===== src/rtl/uart_inst_loader.sv =====
// UART (8N1) instruction loader: assembles little-endian 32-bit words into ICCM writes.
// Define UART_LOADER_MAJORITY_VOTE_EN for 2-of-3 majority sampling of each bit.
module uart_inst_loader #(
    parameter int          CLKS_PER_BIT = 10417,
    parameter int          ADDR_W       = 12,
    parameter logic [31:0] END_WORD     = 32'hFFFF_FFFF
) (
    input  logic              clk_i,
    input  logic              rst_i,
    input  logic              uart_rx_inst,
    output logic              mem_req_o,
    input  logic              mem_gnt_i,
    output logic [ADDR_W-1:0] mem_addr_o,
    output logic [31:0]       mem_wdata_o,
    output logic              load_done_o,
    output logic              frame_err_o,
    output logic              overrun_o
);

    localparam int CNT_W = $clog2(CLKS_PER_BIT);
    localparam logic [CNT_W-1:0] HALF = CNT_W'(CLKS_PER_BIT / 2);
    localparam logic [CNT_W-1:0] LAST = CNT_W'(CLKS_PER_BIT - 1);

    typedef enum logic [1:0] {IDLE, START, DATA, STOP} state_t;

    state_t             state_q, state_d;
    logic [1:0]         sync_q, sync_d;
    logic [1:0]         dly_q, dly_d;
    logic [CNT_W-1:0]   cnt_q, cnt_d;
    logic [2:0]         bit_q, bit_d;
    logic [7:0]         shreg_q, shreg_d;
    logic [1:0]         idx_q, idx_d;
    logic [23:0]        word_q, word_d;
    logic               req_q, req_d;
    logic [ADDR_W-1:0]  addr_q, addr_d;
    logic [31:0]        wdata_q, wdata_d;
    logic               done_q, done_d;
    logic               ferr_q, ferr_d;
    logic               ovr_q, ovr_d;
    logic               rx, rx_s, fall, byte_ok;
    logic [31:0]        full_word;

    // dly_q[0] is the centre tap so the vote can see one cycle either side
    // without shifting the sample point between build variants.
    assign rx   = sync_q[1];
    assign fall = dly_q[1] & ~dly_q[0];
`ifdef UART_LOADER_MAJORITY_VOTE_EN
    assign rx_s = (dly_q[1] & dly_q[0]) | (dly_q[1] & rx) | (dly_q[0] & rx);
`else
    assign rx_s = dly_q[0];
`endif

    assign sync_d = {sync_q[0], uart_rx_inst};
    assign dly_d  = {dly_q[0], rx};

    always_ff @(posedge clk_i) begin
        if (rst_i) begin
            state_q <= IDLE;
            sync_q  <= 2'b11;
            dly_q   <= 2'b11;
            cnt_q   <= '0;
            bit_q   <= '0;
            shreg_q <= '0;
            idx_q   <= '0;
            word_q  <= '0;
            req_q   <= 1'b0;
            addr_q  <= '0;
            wdata_q <= '0;
            done_q  <= 1'b0;
            ferr_q  <= 1'b0;
            ovr_q   <= 1'b0;
        end else begin
            state_q <= state_d;
            sync_q  <= sync_d;
            dly_q   <= dly_d;
            cnt_q   <= cnt_d;
            bit_q   <= bit_d;
            shreg_q <= shreg_d;
            idx_q   <= idx_d;
            word_q  <= word_d;
            req_q   <= req_d;
            addr_q  <= addr_d;
            wdata_q <= wdata_d;
            done_q  <= done_d;
            ferr_q  <= ferr_d;
            ovr_q   <= ovr_d;
        end
    end

    always_comb begin
        state_d = state_q;
        unique case (state_q)
            IDLE:  if (fall) state_d = START;
            START: if (cnt_q == HALF) state_d = rx_s ? IDLE : DATA;
            DATA:  if (cnt_q == LAST && bit_q == 3'd7) state_d = STOP;
            STOP:  if (cnt_q == LAST) state_d = IDLE;
            default: state_d = IDLE;
        endcase
    end

    always_comb begin
        cnt_d   = cnt_q + 1'b1;
        bit_d   = bit_q;
        shreg_d = shreg_q;
        byte_ok = 1'b0;
        ferr_d  = 1'b0;
        unique case (state_q)
            IDLE: begin
                cnt_d = '0;
                bit_d = '0;
            end
            START: if (cnt_q == HALF) cnt_d = '0;
            DATA: if (cnt_q == LAST) begin
                cnt_d   = '0;
                shreg_d = {rx_s, shreg_q[7:1]};
                bit_d   = bit_q + 1'b1;
            end
            STOP: if (cnt_q == LAST) begin
                cnt_d   = '0;
                byte_ok = rx_s;
                ferr_d  = ~rx_s;
            end
            default: cnt_d = '0;
        endcase
    end

    assign full_word = {shreg_q, word_q};

    always_comb begin
        idx_d   = idx_q;
        word_d  = word_q;
        req_d   = req_q;
        addr_d  = addr_q;
        wdata_d = wdata_q;
        done_d  = done_q;
        ovr_d   = ovr_q;
        // Grant retires first so a word landing on the grant cycle is accepted.
        if (req_q && mem_gnt_i) begin
            req_d  = 1'b0;
            addr_d = addr_q + 1'b1;
        end
        if (byte_ok && !done_q) begin
            idx_d = idx_q + 1'b1;
            unique case (idx_q)
                2'd0: word_d[7:0]   = shreg_q;
                2'd1: word_d[15:8]  = shreg_q;
                2'd2: word_d[23:16] = shreg_q;
                default: begin
                    if (full_word == END_WORD) begin
                        done_d = 1'b1;
                    end else if (req_d) begin
                        ovr_d = 1'b1;
                    end else begin
                        req_d   = 1'b1;
                        wdata_d = full_word;
                    end
                end
            endcase
        end
    end

    assign mem_req_o   = req_q;
    assign mem_addr_o  = addr_q;
    assign mem_wdata_o = wdata_q;
    assign load_done_o = done_q;
    assign frame_err_o = ferr_q;
    assign overrun_o   = ovr_q;

endmodule


===== config.mk =====
export PLATFORM = sky130hd
export DESIGN_NAME = uart_inst_loader
export DESIGN_NICKNAME = d
export VERILOG_FILES = /design/src/rtl/uart_inst_loader.sv
export SDC_FILE = /design/constraint.sdc
export NUM_CORES = 1
export LEC_CHECK = 0
export CAP_MARGIN = 20
export CORE_MARGIN = 1
export CORE_UTILIZATION = 55
export CTS_BUF_LIST = sky130_fd_sc_hd__clkbuf_8
export DETAILED_ROUTE_END_ITERATION = 10
export PLACE_DENSITY = 0.79
export SLEW_MARGIN = 20
export SYNTH_ARGS = -nofsm -noshare
export SYNTH_HDL_FRONTEND = slang
export SYNTH_SLANG_ARGS = --single-unit

===== constraint.sdc =====
create_clock -name clk_i -period 2.3 [get_ports clk_i]
set_input_delay 0.46 -clock clk_i [delete_from_list [all_inputs] [get_ports clk_i]]
set_output_delay 0.46 -clock clk_i [all_outputs]
set_load 0.1 [all_outputs]

# --- Word level (Yosys, flattened, before mapping) ---
# Index checks and enable logic that the tools add are counted.
# W data, S select, Z words.
word_totals:
  regBits: 105
  elab_cells: 77
  input_bits: 4
classes:
  bitwise: 7
  n_addsub: 4
  n_reduce_logical: 19
  muxes: 17
  eq_ne: 14
ops:
  columns: ["cell", "n"]
  rows:
  - ["$pmux W14 S3", 1]
  - ["$eq A32 B32 Y1 const B", 1]
  - ["$mux W14", 2]
  - ["$add A14 B1 Y14 const B", 1]
  - ["$eq A14 B13 Y1 const B", 1]
  - ["$eq A14 B14 Y1 const B", 1]
  - ["$add A12 B1 Y12 const B", 1]
  - ["$reduce_and A4 Y1", 3]
  - ["$mux W2", 5]
  - ["$ne A2 B2 Y1 const B", 5]
  - ["$reduce_and A2 Y1", 5]
  - ["$pmux W2 S4", 1]
  - ["$eq A2 B2 Y1 const B", 3]
  - ["$mux W1", 6]
  - ["$not A1 Y1", 6]
  - ["$pmux W3 S2", 1]
  - ["$reduce_or A3 Y1", 2]
  - ["$eq A2 B1 Y1 const B", 2]
  - ["$logic_not A2 Y1", 2]
  - ["$add A3 B1 Y3 const B", 1]
  - ["$eq A3 B3 Y1 const B", 1]
  - ["$logic_and A1 B1 Y1", 3]
  - ["$mux W3", 1]
  - ["$reduce_and A3 Y1", 1]
  - ["5 further kinds", 5]

# --- Logic depth before layout (Yosys ltp) ---
# Gate-level depths: netlist of run 1.
logic_depth:
  word_depth: 5
  depth_mapped: 8
  ltp_nobuf: 6

# --- Worst setup path before layout of run 1 ---
# Ideal clock, no wire load.
synth_path:
  path_type: "register -> register"
  from: "register done_q, in the netlist load_done_o"
  to: "register wdata_q[0], in the netlist mem_wdata_o[0]"
  stages_incl_launch_ff: 6
  arrival_ns: 2.019
  required_time_ns: 2.174
  setup_slack_ns: 0.155
  cell_sequence: "dfxtp_1 nand4b_1 nor4b_1 o311ai_2 buf_2 mux2i_1"
synth_between:
  elab_chain_cells: 3
synth_rtl:
  columns: ["item", "line", "rtl"]
  rows:
  - ["start: declaration", "37", "logic done_q, done_d;"]
  - ["start signal: assignment", "84", "done_q <= done_d;"]
  - ["$logic_not A1 Y1", "142", "if (byte_ok && !done_q) begin"]
  - ["$logic_and A1 B1 Y1", "142", null]
  - ["$reduce_and A4 Y1 (no line)", null, null]
  - ["end signal: assignment", "83", "wdata_q <= wdata_d;"]
  - ["end: declaration", "36", "logic [31:0] wdata_q, wdata_d;"]
# No other way between the ends.
# A chain may end at the register's enable or synchronous reset.

# --- Final worst setup path of run 1 ---
layout_path:
  from: "register cnt_q[9]"
  to: "register bit_q[0]"
layout_between:
  elab_chain_cells: 3
layout_rtl:
  columns: ["item", "line", "rtl"]
  rows:
  - ["start: declaration", "29", "logic [CNT_W-1:0] cnt_q, cnt_d;"]
  - ["start signal: assignment", "76", "cnt_q <= cnt_d;"]
  - ["$eq A14 B14 Y1", "113", "DATA: if (cnt_q == LAST) begin"]
  - ["$ne A2 B2 Y1 (no line)", null, null]
  - ["$reduce_and A2 Y1 (no line)", null, null]
  - ["end signal: assignment", "77", "bit_q <= bit_d;"]
  - ["end: declaration", "30", "logic [2:0] bit_q, bit_d;"]
# No other way between the ends.

==> results.json, run 1 <==
{
  "run_status": "complete, no violations",
  "vias_per_cell": 5.62,
  "num_rows": 31,
  "synth_top_area_cell": "dfxtp_1",
  "worst_pin_slew_ns": 0.618,
  "synth_compound_area_frac": 0.0660,
  "synth_cells": 462,
  "rsz0062_at_grt": "false",
  "path_clk_slew_ns": 0.09,
  "synth_top_family_by_area": "simple AND/OR/NAND/NOR gates",
  "area_delta_synth_final_pct": 19.0,
  "ctsRootBufferMaster": "clkbuf_8",
  "fillCellCount": 582,
  "ant_nets": 0,
  "skew_ns": 0.0128,
  "drc": 0,
  "yosysWarnings": 0,
  "finalMaxSlewViolations": 0,
  "grt_pass1_wl_um": 15300,
  "drive_above_1_share": 0.174,
  "finalCritPeriodShare": 0.955,
  "p_total_mw": 3.16,
  "first_pass_iters": 5,
  "numCtsBuffers": 9,
  "grt_overflow": 0,
  "core_area_mm2": 0.00741,
  "dr_total_vias": 3490,
  "crit_fanout": 7,
  "maxSlewHeadroom": 0.587,
  "maxCapViolCount": 0,
  "synthMuxAreaShare": 0.130,
  "worstSetupStartpointType": "register",
  "cts.sinks": 105,
  "regArea_mm2": 0.00210,
  "end_kind": "register",
  "hold_class": "register to register",
  "clk_latency_ns": 0.37,
  "die_x_um": 90.7,
  "post_cts_resized": 0,
  "yosys-top-cells-area": "dfxtp_1 49%, mux2i_1 13%, nand2_1 6.7%, nand3_1 2.8%, nand4_1 2.7%",
  "grt_usage": 0.231,
  "initialDrtViolationCount": 189,
  "slowest_delay_ns": 0.67,
  "post-route-min-period_ns": 2.20,
  "start_util": 0.584,
  "ir_drop_uv": 335,
  "report.final.hold_viol_count": 0,
  "synth_area_mm2": 0.00433,
  "synthSimpleGateAreaFrac": 0.220,
  "dp_hpwl_um": 6440,
  "gp_congestion": 0.831,
  "postCtsHoldBufs": 0,
  "cp.required_ns": 2.59,
  "setup-tns-final_ns": 0,
  "htree_levels": 3,
  "synth_fa_ha_area_frac": 0.0260,
  "clk_path_buf_depth": 2,
  "wl_per_cell_um": 14.5,
  "crit_type": "register to register",
  "post_cts_buffers": 0,
  "fmax_ghz": 0.455,
  "crit_slowest_cell": "or4_1",
  "cp.arrival_ns": 2.49,
  "first_global_vias": 3305,
  "ys_ff_latch": 105,
  "port_buffers": 51,
  "power_density_mw_per_mm2": 613,
  "die-height_um": 90.7,
  "yosysUniqueCellTypes": 43,
  "final_cell_count_no_fill": 621,
  "wl_um": 9000,
  "setup_viol": 0,
  "yosysSeqAreaShare": 0.486,
  "nets": 530,
  "netlist.area_leader.share": 0.486,
  "dieArea_mm2": 0.00822,
  "synth_fp_nets": 475,
  "cts_tree": "built",
  "p_leak_nw": 2.13,
  "synth-xor-area-share": 0.0385,
  "path_cells": "or4b_4, or4_1, or3_1, a211oi_2",
  "io_pins": 52,
  "syn_avg_cell_area_um2": 9.36,
  "num_antenna_cells": 0,
  "dp_cells": 605,
  "antenna_found_initial": 0,
  "multi_input_area_mm2": 0.00209,
  "grt_start_max_net_pins": 70
}
-- area by class of cell --
type                            instances  area share
Clock buffer                           11      0.0294
Clock inverter                          5      0.0151
Inverter                               12     0.00875
Multi-Input combinational cell        320       0.405
Sequential cell                       105       0.408
Tap cell                               99      0.0241
Timing Repair Buffer                   69       0.109
-- synth_stat cells, drive strengths merged --
cell / n
nor3: 17
nand4bb: 2
o311ai: 1
clkbuf: 17
nor3b: 1
or3: 5
nand4b: 1
o21ai: 16
and4: 1
dfxtp: 105
clkinv: 1
ha: 9
or2: 6
o2bb2ai: 1
or4bb: 2
o31ai: 2
nand4: 19
a21oi: 16
and2: 2
nand2: 77
nor4b: 1
o22ai: 1
o32ai: 1
nand2b: 1
or4b: 1
or4: 6
nand3: 24
a22oi: 1
a32oi: 1
nor2b: 1
xnor2: 10
nor4: 5
and3: 3
nor2: 15
xor2: 9
inv: 11
mux2i: 56
buf: 8
a211oi: 5
a31oi: 1
-- worst max-delay path: cells and delay by family (launching register included) --
family / cells / cell delay [ns]
AOI/OAI and AO/OA: 1 / 0.18
and+or+nand+nor: 3 / 1.61
DFF: 1 / 0.34
-- stage by stage --
step,hold WS [ns],area (um^2),setup slack [ns],utilization
after CTS,0.424,5150,0.103,0.695
after global routing,0.431,5150,0.0230,0.695
final,0.420,5150,0.103,0.695
after detailed placement,0.403,4920,0.130,0.664
after global placement,0.399,4920,0.180,0.664
after floorplan,0.389,4330,0.155,-
-- state kept, by name, indices dropped and copies added, names as in the netlist, named ones only --
signal       cells
mem_wdata_o     32
state_q          1
load_done_o      1
idx_q            2
mem_req_o        1
dly_q            2
shreg_q          8
word_q          24
frame_err_o      1
sync_q           2
overrun_o        1
bit_q            3
mem_addr_o      12
cnt_q           14
-- placed cells by master (no fill, tap or decap), types with 3 or more instances in the layout --
cell	count
a211oi_1	4
a21oi_1	16
and3_1	3
buf_12	3
buf_4	63
clkbuf_8	11
clkdlybuf4s50_1	3
dfxtp_1	105
ha_1	9
inv_1	12
mux2i_1	56
nand2_1	77
nand3_1	24
nand4_1	19
nor2_1	15
nor3_1	17
nor4_1	5
o21ai_0	3
o21ai_1	13
or2_2	6
or3_1	5
or4_1	6
xnor2_1	10
xor2_1	9
-- where the power goes --
part           switching, mW  leakage, nW  internal [mW]
clock network          0.607        0.121          0.671
registers            0.00322        0.846           1.82
logic                 0.0382         1.17         0.0182
total                  0.648         2.13           2.51
-- layer usage --
metal / share of wire / global-route usage / up-vias
met2: 0.50 / 0.391 / 74
met1: 0.45 / 0.288 / 1668
li1: - / - / 1738
met3: 0.039 / 0.0446 / 10
met4: 0.016 / 0.0901 / 0
met5: 0 / 0 / -
-- worst paths after layout --
path             start   endpoint  slack [ns]  cells after the start
min reg2reg  sync_q[0]  sync_q[1]        0.42                      1
max reg2reg   cnt_q[9]   bit_q[0]        0.10                      4
min          sync_q[0]  sync_q[1]        0.42                      1
max           cnt_q[9]   bit_q[0]        0.10                      4
-- cells by family after synthesis --
logic type                 after synthesis
muxes                                   56
DFF                                    105
adders and majority gates                9
and+or+nand+nor                        190
xor gates and xnor gates                19
AOI/OAI and AO/OA                       46
buffers and inverters                   37
No activity file was read; power rests on OpenSTA's default activity.
==> inputs of run 2 (changes only) <==
- CORE_UTILIZATION: 55 -> 52
- PLACE_DENSITY: 0.79 -> 0.78
- clock period: 2.3 -> 1.8 ns (I/O delays scaled with it)
==> results.json, run 2 (synthesis gave the netlist of run 1 again) <==
{
  "dr_total_vias": 3757,
  "crit_type": "register to register",
  "critPathBufInv": 0,
  "fillCellCount": 451,
  "p_total_mw": 4.03,
  "ir_drop_uv": 406,
  "numCtsBuffers": 9,
  "clk_path_buf_depth": 2,
  "wl_um": 10800,
  "rsz0062_at_grt": "true",
  "largest_reg_flops": 32,
  "post-route-min-period_ns": 2.02,
  "multi_input_area_mm2": 0.00218,
  "met2_usage": 0.460,
  "final_cell_mix": "88 x dfxtp_1, 77 x nand2_1, 54 x buf_12, 52 x mux2i_1, 44 x buf_4",
  "grtUsageMet3": 0.0561,
  "core_area_mm2": 0.00789,
  "htree_levels": 3,
  "cts_tree": "built",
  "port_buffers": 51,
  "layout_commonest_cell": "dfxtp_1",
  "drc": 0,
  "maxSlewHeadroom": 0.768,
  "finalMaxSlewViolations": 0,
  "initialDrtViolationCount": 205,
  "grtUsageMet1": 0.308,
  "die_x_um": 93.2,
  "end_kind": "register",
  "r2r-start": "cnt_q[9]",
  "nets": 565,
  "worstRegToRegCells": 4,
  "num_antenna_cells": 0,
  "power_density_mw_per_mm2": 653,
  "skew_ns": 0.00992,
  "cp.arrival_ns": 2.31,
  "first_global_vias": 3724,
  "vias_per_cell": 5.70,
  "worstSetupStartpointType": "register",
  "slowest_delay_ns": 0.56,
  "ctsRootBufferMaster": "clkbuf_8",
  "io_pins": 52,
  "drive_above_1_share": 0.289,
  "final_cell_count_no_fill": 659,
  "crit_slowest_cell": "or4_4",
  "holdPathEnd": "sync_q[1]",
  "report.final.hold_viol_count": 0,
  "failed_checks": "setup timing",
  "worst_pin_slew_ns": 0.347,
  "setup-tns-final_ns": -11.92,
  "path_clk_slew_ns": 0.09,
  "area_delta_synth_final_pct": 42.8,
  "postCtsHoldBufs": 0,
  "r2r_end": "bit_q[0]",
  "run_status": "finished, violations left",
  "maxCapViolCount": 0,
  "hold_class": "register to register",
  "pre_cts_ws_ns": -0.268,
  "start_util": 0.548,
  "dp_cells": 640,
  "wl_per_cell_um": 16.4,
  "globalRoute.busiestLayer": "met2",
  "critPathTopFamily": "simple AND/OR/NAND/NOR gates",
  "ant_nets": 0,
  "min_from": "sync_q[0]",
  "setup_ws_ns": -0.222,
  "r2r_setup_slack_ns": -0.22,
  "grt_start_max_net_pins": 47,
  "antenna_found_initial": 0,
  "die-height_um": 93.2,
  "grt_pass1_wl_um": 17700,
  "whs_ns": 0.420,
  "first_pass_iters": 5,
  "regArea_mm2": 0.00212,
  "setup_viol": 86,
  "finalCritPeriodShare": 1.12,
  "crit_fanout": 3,
  "path_cells": "or4b_4, or4_4, or3_4, a211oi_2",
  "p_leak_nw": 2.46,
  "fmax_ghz": 0.495,
  "gp_congestion": 0.847,
  "hold_depth": 1,
  "cp.required_ns": 2.09,
  "dieArea_mm2": 0.00869,
  "dp_hpwl_um": 7390,
  "clk_latency_ns": 0.36,
  "num_rows": 32,
  "cts.sinks": 105,
  "grt_usage": 0.261,
  "grt_overflow": 0
}
[run 2: cell count changes in the layout (fill, tap and decap cells not counted), sizes merged]
| cell | delta |
|---|---|
| buf | +35 |
[run 2: how the worst max path moves through the flow]
stage,cells after the start,startpoint,to,slack [ns]
final,4,cnt_q[9],bit_q[0],-0.22
after CTS,5,cnt_q[9],bit_q[2],-0.22
after global routing,4,cnt_q[9],bit_q[0],-0.27
after global placement,4,cnt_q[9],register,-0.19
after floorplan,5,cnt_q[9],bit_q[0],-0.27
after detailed placement,4,cnt_q[9],register,-0.27
[run 2: worst reg2reg max path: stages, from the launching register on]
cell,delay (ns)
dfxtp_2,0.33
or4b_4,0.54
or4_4,0.56
or3_4,0.35
a211oi_2,0.17
[run 2: stage by stage]
| stage | cell area, um^2 | utilization |
|---|---|---|
| 3_3_place_gp | 5840 | 0.740 |
| 3_5_place_dp | 5840 | 0.740 |
| 5_1_grt | 6180 | 0.783 |
| 2_1_floorplan | 4370 | - |
| 4_1_cts | 6120 | 0.775 |
| 6_report | 6180 | 0.783 |
[run 2: final cells by class]
class                           count  share of cell area
Clock buffer                       11              0.0245
Multi-Input combinational cell    320               0.352
Tap cell                          102              0.0207
Clock inverter                      5              0.0126
Sequential cell                   105               0.344
Timing Repair Buffer              104               0.239
Inverter                           12             0.00729
[run 2: where the power goes]
part	switching [mW]	leakage [nW]	internal (mW)
sequential	0.00220	0.855	2.32
clock	0.760	0.121	0.858
combinational	0.0564	1.48	0.0300
total	0.819	2.46	3.21
[run 2: routing by layer]
layer,wire length (um),up-vias
li1,-,1802
met1,4520,1822
met2,5540,107
met3,447,26
met4,294,0
met5,0,-
[run 2: repair_timing]
item | 4_1_cts | 5_1_grt
cloned | 1 | 0
setup endpoints to repair | 86 | 87
endpoints found under the hold margin | 0 | 0
resized for setup | 12 | 15
buffers inserted | 1 | 2
pin swaps | 4 | 3
